==> src/rtl/ooo_pkg.sv <==
// Shared out-of-order core types: operand/PRN/ROB-id widths and the issue-queue entry record.
// Latency: none (types and constants only).
// Backpressure: not applicable.
package ooo_pkg;

  localparam int MAX_OPERANDS = 3;
  localparam int PRN_BITS     = 6;
  localparam int INST_ID_BITS = 6;
  localparam int FU_COUNT     = 4;

  // One buffered instruction: payload plus a per-operand ready bit.
  typedef struct packed {
    logic [INST_ID_BITS-1:0]                  inst_id;
    logic [31:0]                              raw_instr;
    logic [63:0]                              instr_pc;
    logic [MAX_OPERANDS-1:0]                  prn_input_valid;
    logic [MAX_OPERANDS-1:0][PRN_BITS-1:0]    prn_input;
    logic [MAX_OPERANDS-1:0]                  prn_output_valid;
    logic [MAX_OPERANDS-1:0][PRN_BITS-1:0]    prn_output;
    logic [MAX_OPERANDS-1:0]                  rdy;
  } iq_entry_t;

endpackage

==> src/rtl/iq_age_select.sv <==
// Age matrix over queue slots plus oldest-eligible one-hot select.
// Latency: select is combinational from the registered matrix; matrix updates on the edge.
// Backpressure: none; caller decides whether the grant is consumed.
module iq_age_select #(
  parameter int DEPTH = 8
) (
  input  logic             clk,
  input  logic             rst,
  input  logic             clear,
  input  logic [DEPTH-1:0] valid,
  input  logic [DEPTH-1:0] eligible,
  input  logic             alloc_vld,
  input  logic [DEPTH-1:0] alloc_oh,
  output logic [DEPTH-1:0] grant_oh,
  output logic             found
);

  // older_q[i][j] set means slot j holds an instruction older than slot i
  logic [DEPTH-1:0] older_q [DEPTH];
  logic [DEPTH-1:0] older_d [DEPTH];

  // New entry is younger than every current entry; its column is cleared elsewhere
  always_comb begin
    older_d = older_q;
    if (alloc_vld) begin
      for (int i = 0; i < DEPTH; i++) begin
        older_d[i] = older_q[i] & ~alloc_oh;
        if (alloc_oh[i]) older_d[i] = valid & ~alloc_oh;
      end
    end
    if (clear) begin
      for (int i = 0; i < DEPTH; i++) older_d[i] = '0;
    end
  end

  // Grant the eligible slot that has no eligible older slot
  always_comb begin
    grant_oh = '0;
    for (int i = 0; i < DEPTH; i++) begin
      grant_oh[i] = eligible[i] & ~(|(older_q[i] & eligible));
    end
    found = |grant_oh;
  end

  // Matrix register with synchronous active-low reset
  always_ff @(posedge clk) begin
    if (!rst) begin
      for (int i = 0; i < DEPTH; i++) older_q[i] <= '0;
    end else begin
      older_q <= older_d;
    end
  end

endmodule

==> src/rtl/issue_queue.sv <==
// Per-FU out-of-order issue queue: tracks operand readiness from wakeups, issues oldest ready entry.
// Latency: insert at edge E0 -> out_valid after E1; last-operand wakeup in cycle t -> out_valid after t edge.
// Backpressure: output slot holds while out_valid & !out_ready; in_ready drops when all DEPTH slots are full.
module issue_queue #(
  parameter int DEPTH        = 8,
  parameter int MAX_OPERANDS = ooo_pkg::MAX_OPERANDS,
  parameter int PRN_BITS     = ooo_pkg::PRN_BITS,
  parameter int INST_ID_BITS = ooo_pkg::INST_ID_BITS,
  parameter int WAKE_PORTS   = 3
) (
  input  logic                     clk,
  input  logic                     rst,
  input  logic                     in_valid,
  output logic                     in_ready,
  input  logic [INST_ID_BITS-1:0]  in_inst_id,
  input  logic [31:0]              in_raw_instr,
  input  logic [63:0]              in_instr_pc,
  input  logic                     in_prn_input_valid  [MAX_OPERANDS],
  input  logic                     in_prn_input_ready  [MAX_OPERANDS],
  input  logic [PRN_BITS-1:0]      in_prn_input        [MAX_OPERANDS],
  input  logic                     in_prn_output_valid [MAX_OPERANDS],
  input  logic [PRN_BITS-1:0]      in_prn_output       [MAX_OPERANDS],
  input  logic                     wake_valid          [WAKE_PORTS],
  input  logic [PRN_BITS-1:0]      wake_prn            [WAKE_PORTS],
  input  logic                     flush,
  output logic                     out_valid,
  input  logic                     out_ready,
  output logic [INST_ID_BITS-1:0]  out_inst_id,
  output logic [31:0]              out_raw_instr,
  output logic [63:0]              out_instr_pc,
  output logic                     out_prn_input_valid  [MAX_OPERANDS],
  output logic [PRN_BITS-1:0]      out_prn_input        [MAX_OPERANDS],
  output logic                     out_prn_output_valid [MAX_OPERANDS],
  output logic [PRN_BITS-1:0]      out_prn_output       [MAX_OPERANDS],
  output logic [$clog2(DEPTH):0]   occupancy
);

  localparam int OCC_W = $clog2(DEPTH) + 1;

  // Entry storage
  logic [DEPTH-1:0]        valid_q, valid_d;
  logic [INST_ID_BITS-1:0] id_q    [DEPTH], id_d    [DEPTH];
  logic [31:0]             instr_q [DEPTH], instr_d [DEPTH];
  logic [63:0]             pc_q    [DEPTH], pc_d    [DEPTH];
  logic [MAX_OPERANDS-1:0] piv_q   [DEPTH], piv_d   [DEPTH];
  logic [MAX_OPERANDS-1:0] pov_q   [DEPTH], pov_d   [DEPTH];
  logic [MAX_OPERANDS-1:0] rdy_q   [DEPTH], rdy_d   [DEPTH];
  logic [PRN_BITS-1:0]     pin_q   [DEPTH][MAX_OPERANDS], pin_d  [DEPTH][MAX_OPERANDS];
  logic [PRN_BITS-1:0]     pout_q  [DEPTH][MAX_OPERANDS], pout_d [DEPTH][MAX_OPERANDS];
  logic [OCC_W-1:0]        occ_q, occ_d;

  // Output slot
  logic                    out_valid_q, out_valid_d;
  logic [INST_ID_BITS-1:0] out_id_q, out_id_d;
  logic [31:0]             out_instr_q, out_instr_d;
  logic [63:0]             out_pc_q, out_pc_d;
  logic                    out_piv_q  [MAX_OPERANDS], out_piv_d  [MAX_OPERANDS];
  logic [PRN_BITS-1:0]     out_pin_q  [MAX_OPERANDS], out_pin_d  [MAX_OPERANDS];
  logic                    out_pov_q  [MAX_OPERANDS], out_pov_d  [MAX_OPERANDS];
  logic [PRN_BITS-1:0]     out_pout_q [MAX_OPERANDS], out_pout_d [MAX_OPERANDS];

  // Control
  logic [MAX_OPERANDS-1:0] ent_hit [DEPTH];
  logic [MAX_OPERANDS-1:0] rdy_now [DEPTH];
  logic [MAX_OPERANDS-1:0] in_hit;
  logic [DEPTH-1:0]        eligible, alloc_oh, grant_oh;
  logic                    free_found, found, ins, load, issue;

  assign in_ready = rst & ~flush & (occ_q < OCC_W'(DEPTH));
  assign ins      = in_valid & in_ready;
  assign load     = ~out_valid_q | out_ready;
  assign issue    = load & found;

  // Wakeup matches for stored operands and the incoming instruction; unused operands never match
  always_comb begin
    in_hit = '0;
    for (int e = 0; e < DEPTH; e++) begin
      ent_hit[e] = '0;
      rdy_now[e] = '0;
    end
    eligible = '0;
    for (int o = 0; o < MAX_OPERANDS; o++) begin
      for (int k = 0; k < WAKE_PORTS; k++) begin
        if (wake_valid[k] && in_prn_input_valid[o] && wake_prn[k] == in_prn_input[o]) in_hit[o] = 1'b1;
      end
    end
    for (int e = 0; e < DEPTH; e++) begin
      for (int o = 0; o < MAX_OPERANDS; o++) begin
        for (int k = 0; k < WAKE_PORTS; k++) begin
          if (wake_valid[k] && piv_q[e][o] && wake_prn[k] == pin_q[e][o]) ent_hit[e][o] = 1'b1;
        end
      end
      rdy_now[e]  = rdy_q[e] | ent_hit[e];
      eligible[e] = valid_q[e] & (&rdy_now[e]);
    end
  end

  // Lowest-index free slot
  always_comb begin
    alloc_oh   = '0;
    free_found = 1'b0;
    for (int i = 0; i < DEPTH; i++) begin
      if (!valid_q[i] && !free_found) begin
        alloc_oh[i] = 1'b1;
        free_found  = 1'b1;
      end
    end
  end

  iq_age_select #(.DEPTH(DEPTH)) u_age (
    .clk       (clk),
    .rst       (rst),
    .clear     (flush),
    .valid     (valid_q),
    .eligible  (eligible),
    .alloc_vld (ins),
    .alloc_oh  (alloc_oh),
    .grant_oh  (grant_oh),
    .found     (found)
  );

  // Next-state: latch wakeups, free the issued slot, write the new entry, load the output slot
  always_comb begin
    valid_d = valid_q & ~(issue ? grant_oh : '0);
    id_d = id_q;  instr_d = instr_q;  pc_d = pc_q;
    piv_d = piv_q;  pov_d = pov_q;  pin_d = pin_q;  pout_d = pout_q;
    rdy_d = rdy_now;
    occ_d = occ_q + OCC_W'(ins) - OCC_W'(issue);
    out_valid_d = out_valid_q;  out_id_d = out_id_q;  out_instr_d = out_instr_q;  out_pc_d = out_pc_q;
    out_piv_d = out_piv_q;  out_pin_d = out_pin_q;  out_pov_d = out_pov_q;  out_pout_d = out_pout_q;
    for (int e = 0; e < DEPTH; e++) begin
      if (ins && alloc_oh[e]) begin
        valid_d[e] = 1'b1;
        id_d[e]    = in_inst_id;
        instr_d[e] = in_raw_instr;
        pc_d[e]    = in_instr_pc;
        for (int o = 0; o < MAX_OPERANDS; o++) begin
          piv_d[e][o]  = in_prn_input_valid[o];
          pov_d[e][o]  = in_prn_output_valid[o];
          pin_d[e][o]  = in_prn_input[o];
          pout_d[e][o] = in_prn_output[o];
          rdy_d[e][o]  = ~in_prn_input_valid[o] | in_prn_input_ready[o] | in_hit[o];
        end
      end
    end
    if (load) begin
      out_valid_d = found;
      for (int e = 0; e < DEPTH; e++) begin
        if (grant_oh[e]) begin
          out_id_d    = id_q[e];
          out_instr_d = instr_q[e];
          out_pc_d    = pc_q[e];
          for (int o = 0; o < MAX_OPERANDS; o++) begin
            out_piv_d[o]  = piv_q[e][o];
            out_pin_d[o]  = pin_q[e][o];
            out_pov_d[o]  = pov_q[e][o];
            out_pout_d[o] = pout_q[e][o];
          end
        end
      end
    end
    if (flush) begin
      valid_d     = '0;
      occ_d       = '0;
      out_valid_d = 1'b0;
    end
  end

  // State registers; payload storage needs no reset since valid bits gate it
  always_ff @(posedge clk) begin
    id_q <= id_d;  instr_q <= instr_d;  pc_q <= pc_d;
    piv_q <= piv_d;  pov_q <= pov_d;  pin_q <= pin_d;  pout_q <= pout_d;  rdy_q <= rdy_d;
    if (!rst) begin
      valid_q     <= '0;
      occ_q       <= '0;
      out_valid_q <= 1'b0;
      out_id_q    <= '0;
      out_instr_q <= '0;
      out_pc_q    <= '0;
      for (int o = 0; o < MAX_OPERANDS; o++) begin
        out_piv_q[o]  <= 1'b0;
        out_pin_q[o]  <= '0;
        out_pov_q[o]  <= 1'b0;
        out_pout_q[o] <= '0;
      end
    end else begin
      valid_q     <= valid_d;
      occ_q       <= occ_d;
      out_valid_q <= out_valid_d;
      out_id_q    <= out_id_d;
      out_instr_q <= out_instr_d;
      out_pc_q    <= out_pc_d;
      out_piv_q   <= out_piv_d;
      out_pin_q   <= out_pin_d;
      out_pov_q   <= out_pov_d;
      out_pout_q  <= out_pout_d;
    end
  end

  assign out_valid            = out_valid_q;
  assign out_inst_id          = out_id_q;
  assign out_raw_instr        = out_instr_q;
  assign out_instr_pc         = out_pc_q;
  assign out_prn_input_valid  = out_piv_q;
  assign out_prn_input        = out_pin_q;
  assign out_prn_output_valid = out_pov_q;
  assign out_prn_output       = out_pout_q;
  assign occupancy            = occ_q;

endmodule

==> config.mk <==
export PLATFORM = sky130hd
export DESIGN_NAME = issue_queue
export DESIGN_NICKNAME = d
export VERILOG_FILES = /design/src/rtl/ooo_pkg.sv /design/src/rtl/iq_age_select.sv /design/src/rtl/issue_queue.sv
export SDC_FILE = /design/constraint.sdc
export NUM_CORES = 2
export LEC_CHECK = 0
export ABC_CLOCK_PERIOD_IN_PS = 10100
export BUFFER_PORTS_ARGS = -buffer_cell sky130_fd_sc_hd__clkbuf_2
export CAP_MARGIN = 20
export CORE_MARGIN = 2
export CORE_UTILIZATION = 50
export CTS_CLUSTER_DIAMETER = 60
export CTS_CLUSTER_SIZE = 8
export DETAILED_ROUTE_END_ITERATION = 10
export GPL_TIMING_DRIVEN = 0
export HOLD_SLACK_MARGIN = 0.12
export PLACE_DENSITY = 0.63
export SYNTH_ARGS = -nofsm -noshare
export SYNTH_HDL_FRONTEND = slang
export SYNTH_HIERARCHICAL = 1
export SYNTH_SLANG_ARGS = --single-unit
==> constraint.sdc <==
create_clock -name clk -period 10.1 [get_ports clk]
set_input_delay 0.505 -clock clk [delete_from_list [all_inputs] [get_ports clk]]
set_output_delay 0.505 -clock clk [all_outputs]
set_load 0.1 [all_outputs]
* Word-level counts from Yosys, hierarchy flattened
Cells that the tools add are included.
W data, S select, Z words.
** Word-level totals
- Flip-flop bits (word level) :: 1397
- Input bits :: 173
- Output and inout port bits :: 150
- Word-level logic and storage cells :: 661
** Cells by class
- $add $sub $neg :: 2
- Magnitude comparators :: 1
- Eq/ne operators :: 81
- Mux-type cells :: 176
- Bitwise gates (word level) :: 69
- Reduce and logical (&&, ||, !) cells :: 210
** Operators by type and width (count)
- $mux W64 :: 8
- $eq A6 B6 Y1 :: 81
- $mux W18 :: 16
- $mux W32 :: 8
- $logic_and A1 B1 Y1 :: 177
- $and A8 B8 Y8 :: 18
- $mux W1 :: 103
- $mux W3 :: 24
- $mux W8 :: 9
- $reduce_or A8 Y1 :: 9
- $mux W6 :: 8
- $or A3 B3 Y3 :: 8
- $reduce_and A3 Y1 :: 8
- $and A1 B1 Y1 :: 20
- $not A8 Y8 :: 2
- $not A1 Y1 :: 14
- $logic_not A1 Y1 :: 13
- $reduce_bool A8 Y1 :: 1
- $or A1 B1 Y1 :: 7
- $add A4 B1 Y4 :: 1
- $lt A4 B4 Y1 const B :: 1
- $sub A4 B1 Y4 :: 1
- $reduce_and A2 Y1 :: 1
- $reduce_or A2 Y1 :: 1

* Longest topological paths before layout
- Word-level depth :: 24
- Depth in mapped cells :: 22
- Depth with buffers taken out :: 18

* Cells and area by module
Netlist, hierarchy kept.
** By module, submodules not included
- issue_queue :: instances 1, cells each 4150, area an instance 56865.8 sq um, sequential area each 38216.7 sq um
- iq_age_select :: instances 1, cells each 328, area an instance 2886.5 sq um, sequential area each 1281.2 sq um

* Worst setup path before layout
OpenSTA, ideal clock, no wires.
- Path kind :: register -> register
- Start :: register occ_q[3], in the netlist occupancy[3]
- End :: register rdy_q[21] (netlist bit)
- Library setup time :: 398 ps
- Arrival time :: 10548 ps
- Required time :: 9702 ps
- Setup slack :: -846 ps
- Cell stages (with the launch flop) :: 5
- Buffers on the path :: 0
- Path through :: dfxtp_1 nor3b_1 nand2_1 nor2_1 mux2i_1
** RTL lines
- start: declaration :: RTL line issue_queue.sv:50 : logic [OCC_W-1:0] occ_q, occ_d;
- start signal: assignment :: RTL line issue_queue.sv:175 : occ_q <= '0;
- start signal: assignment :: RTL line issue_queue.sv:188 : occ_q <= occ_d;
- end signal: assignment :: RTL line issue_queue.sv:172 : piv_q <= piv_d; pov_q <= pov_d; pin_q <= pin_d; pout_q <= pout_d; rdy_q <= rdy_d;
- end: declaration :: RTL line issue_queue.sv:47 : logic [MAX_OPERANDS-1:0] rdy_q [DEPTH], rdy_d [DEPTH];

* Worst setup path in the final report
- Start :: input wake_valid[2] (netlist bit)
- End :: register out_pin_q, in the netlist out_prn_input[11]
** RTL lines
- start: declaration :: RTL line issue_queue.sv:23 : input logic wake_valid [WAKE_PORTS],
- $logic_and A1 B1 Y1 (2 in series) :: RTL line issue_queue.sv:90 : if (wake_valid[k] && piv_q[e][o] && wake_prn[k] == pin_q[e][o]) ent_hit[e][o] = 1'b1;
- $mux W1 (3 in series) :: RTL line issue_queue.sv:90
- $or A3 B3 Y3 * :: RTL line issue_queue.sv:93 : rdy_now[e] = rdy_q[e] | ent_hit[e];
- $reduce_and A3 Y1 * :: RTL line issue_queue.sv:94 : eligible[e] = valid_q[e] & (&rdy_now[e]);
- $and A1 B1 Y1 * :: RTL line issue_queue.sv:94
- net eligible[6] :: RTL line issue_queue.sv:66 : logic [DEPTH-1:0] eligible, alloc_oh, grant_oh;
- $and A8 B8 Y8 * :: RTL line iq_age_select.sv:40 : grant_oh[i] = eligible[i] & ~(|(older_q[i] & eligible));
- $reduce_or A8 Y1 * :: RTL line iq_age_select.sv:40
- $not A1 Y1 * :: RTL line iq_age_select.sv:40
- $and A1 B1 Y1 * :: RTL line iq_age_select.sv:40
- net grant_oh[7] :: RTL line issue_queue.sv:66
- $reduce_bool A8 Y1 (no line)
- $reduce_and A2 Y1 (no line)
- end signal: assignment :: RTL line issue_queue.sv:194 : out_pin_q <= out_pin_d;
- end: declaration :: RTL line issue_queue.sv:58 : logic [PRN_BITS-1:0] out_pin_q [MAX_OPERANDS], out_pin_d [MAX_OPERANDS];
The timed path passes the listed nets; every way through them passes the cells marked *.
A chain may end at the register's enable or synchronous reset.

==> results.yml <==
status:
  status: "completed"
synthesis:
  synth_mux_area_share_pct: 4.238
  syn_inst: 4478
  avgSynthCellArea_um2: 13.34
  synth_seq_area_share_pct: 66.10
  synth_top_family_by_area: "compound AO/OA/AOI/OAI gates"
  synth-main-ff-cell: "edfxtp_1"
  ys_warn_count: 6
  syn_nets: 4656
  ys_ff_latch: 1397
  synthAdderAreaFrac_pct: 0.1173
  synth-simple-area-share_pct: 6.527
  synth-xor-area-share_pct: 7.168
  synth_compound_area_share_pct: 12.23
  synth-async-reset-ratio_pct: 0
  synth-edff-count: 1152
  syn_area_um2: 59750
  ys_types: 56
worst_setup_path:
  worstSetupStartpointType: "primary input"
  reg2reg_depth: 16
  r2r-start: "pin_q[25]"
  timing.rr.end: "out_prn_input[11]"
  timing.critical_path.mode_cell: "clkbuf_1"
  cp.depth: 17
  worstPathArrival_ns: 7.80
  crit_start: "wake_valid[2]"
  slowest_delay_ns: 0.95
  cpLargestDelayFamily: "buffers and inverters"
  path_cells: "clkbuf_1, buf_1, nand3_1, nor4_1, nor4_1, nor4b_1, buf_2, a22oi_1, nand2_1, nor2_2, buf_2, clkbuf_1, nor2_1, clkbuf_1, nand2_1, o211ai_1, a21boi_1"
  crit_fanout: 10
  crit_required_ns: 10.77
  regToRegSetupSlack_ns: 3.31
  crit_path_top_delay_cell: "nor2_1"
  crit_end: "out_prn_input[11]"
  endpoint_kind: "flop"
  timing_worst_setup_path_type: "in -> reg"
  crit_buf_inv: 6
cts:
  cts_tree: "built"
  insertion_delay_ns: 0.84
  cts-root-buf: "clkbuf_16"
  htreeDepth: 4
  cts_sinks: 1397
  postCtsSetupRepairBufs: 0
  clkSlewWorstSetupHoldPaths_ns: 0.05
  cts_made_buffers: 197
  cts_buffer_depth: 3
floorplan:
  core-area_um2: 118200
  die_h_um: 349.7
  die_w_um: 349.7
  pin_count: 323
  dieArea_um2: 122300
  num_rows: 126
  start_util_pct: 50.54
final_layout:
  layoutNonFillerInstCount: 6899
  area.sequential_um2: 39500
  area_growth_pct: 20.59
  final.fill_count: 9298
  final_nets: 5366
  multi_input_area_um2: 18130
  drive_gt1_share_pct: 16.59
timing:
  skew_ns: 0.06930
  worstMarginPinSlew_ns: 1.178
  rsz0062_at_grt: "no"
  fin_crit_sh_pct: 70.61
  max_freq_mhz: 140.2
  finalSetupViolCount: 0
  max_slew_margin_pct: 21.45
  period_needed_ns: 7.132
  fin_tns_setup_ns: 0
  hold_viol: 0
  whs_ns: 0.1684
  maxSlewViolCount: 0
routing:
  wl_um: 203700
  drt_pass1_iterations: 6
  num_vias: 42403
  dr.first_iter.drc_count: 5457
  final_antenna_net_count: 0
  viasPerCell: 6.146
  drc: 0
  wl_per_cell_um: 29.53
grt:
  grt_pass1_vias: 41040
  grt_max_degree: 85
  grt_first_pass_wirelength_um: 290000
  antenna_found_initial: 11
  grt_overflow: 0
  grt_util_all_layers_pct: 32.94
power:
  p_switching_w: 0.003044
  leakagePower_nw: 23.98
  power.internal_w: 0.01020
  p_sw_share_pct: 22.98
  pwr-share-comb_pct: 5.1
  ir_drop_mv: 0.1820
  p_per_area_nw_per_um2: 183.8
  clkPwrFrac_pct: 47.2
  p_total_w: 0.01325
  seqPwrFrac_pct: 47.7
place:
  place_congestion: 0.9694
  dp.cells: 6393
  portBuffers: 301
  place.detailed.hpwl_um: 137400
run:
  max-cap-violations: 0
min_path:
  min_path_type: "in -> reg"
==> cells in the mapped netlist (114+ instances only) <==
master | number | area share (%)
edfxtp_1 | 1152 | 58
a21oi_1 | 358 | 3.0
xnor2_1 | 342 | 5.0
o21ai_0 | 254 | 2.1
dfxtp_1 | 245 | 8.2
nand2_1 | 182 | 1.1
clkbuf_1 | 167 | 1.0
nand2b_1 | 149 | 1.6
xor2_1 | 147 | 2.2
nand3_1 | 140 | 1.2
inv_1 | 136 | 0.85
buf_2 | 122 | 1.0
a22oi_1 | 114 | 1.4
==> per-layer routing <==
| layer | wire [um] | GRT usage, % | up-vias |
|---|---|---|---|
| met4 | 8305 | 13.79 | 10 |
| met2 | 94160 | 51.88 | 2362 |
| met1 | 81350 | 44.40 | 21263 |
| met3 | 19820 | 7.117 | 444 |
| met5 | 66 | 0 | - |
| li1 | - | - | 18324 |
==> area by class of cell <==
cell class / count / share of cell area [%]
Multi-Input combinational cell: 2604 / 25.16
Inverter: 138 / 0.7293
Clock inverter: 24 / 0.6077
Antenna cell: 10 / 0.03473
Tap cell: 1536 / 2.667
Clock buffer: 340 / 7.586
Sequential cell: 1397 / 54.82
Timing Repair Buffer: 511 / 6.110
Buffer: 339 / 2.294
==> power groups by stage <==
stage	registers, W	logic (W)	clock network [W]
2_1_floorplan	0.00651	0.000268	0
3_3_place_gp	0.00644	0.000599	0
3_5_place_dp	0.00643	0.000613	0
4_1_cts	0.00632	0.000661	0.00628
5_1_grt	0.00632	0.000703	0.00653
6_report	0.00632	0.000675	0.00625
==> sequential cells by signal (all words and copies together) (netlist names) <==
register,cells
out_valid,1
pout_q,144
out_inst_id,6
out_prn_input_valid,3
pov_q,24
u_age/older_q,64
out_raw_instr,32
valid_q,8
occupancy,4
out_instr_pc,64
out_prn_output_valid,3
out_prn_output,18
out_prn_input,18
rdy_q,24
piv_q,24
pin_q,144
pc_q,512
instr_q,256
id_q,48
==> through the flow <==
| step | utilization (%) | worst slack (ns) | instance area [um2] |
|---|---|---|---|
| detailed placement | 54.82 | 2.558 | 64810 |
| global placement | 53.44 | -3.970 | 63180 |
| global route | 60.92 | 3.263 | 72040 |
| CTS | 60.91 | 3.409 | 72020 |
| finish | 60.94 | 2.968 | 72060 |
| floorplan | - | -0.3425 | 59750 |
==> logic make-up after synthesis <==
family / after synthesis
mux: 235
flops: 1397
buf+inv: 477
fa+ha+maj: 5
xor+xnor: 489
simple gates: 733
compound gates: 1142
==> placed cells by master, fill, tap and decap left out, types with 9 or more instances in the layout <==
master         netlist  routed
buf_16               0      38
xor2_1             147     147
buf_4               25      29
o21ai_1             13      13
nand2_1            182     182
o211ai_1            84      84
dlygate4sd3_1        0     130
dfxtp_1            245     245
edfxtp_1          1152    1152
mux2_1              51      51
clkbuf_16            0     197
nand4_1             20      20
diode_2              0      10
a311o_1             29      29
nor3b_1             13      13
mux2i_1             91      91
a21oi_1            358     358
a32oi_1             17      17
buf_1                9       9
nor2_1              77      76
inv_1              136     135
xnor2_1            342     342
a31oi_1             67      67
buf_2              122     123
buf_8                1      19
nand2b_1           149     149
a22oi_2              9       9
clkbuf_2             0     301
o22ai_1             35      35
a221o_1            111     111
o21ai_0            254     254
nand3_1            140     140
nor4_1              91      91
clkbuf_1           167     310
a21boi_1            36      36
a22oi_1            114     114
buf_6               15      28
mux2_2              93      93
==> worst min-delay path by stage <==
stage	startpoint	to	cells past startpoint
floorplan	u_age/older_q[28]	u_age/older_q[28]	1
global placement	out_instr_pc[45]	out_instr_pc[45]	2
detailed placement	out_instr_pc[42]	out_instr_pc[42]	2
CTS	in_prn_input_valid[0]	piv_q[8]	1
global route	in_prn_input[6]	pin_q[24]	1
finish	in_prn_input[6]	pin_q[24]	1
==> timing repair <==
action,CTS,global route
hold buffers,130,0
hold endpoints to repair,1017,0
resized for setup,0,0
Note: power is estimated with default switching activity, not from simulation.
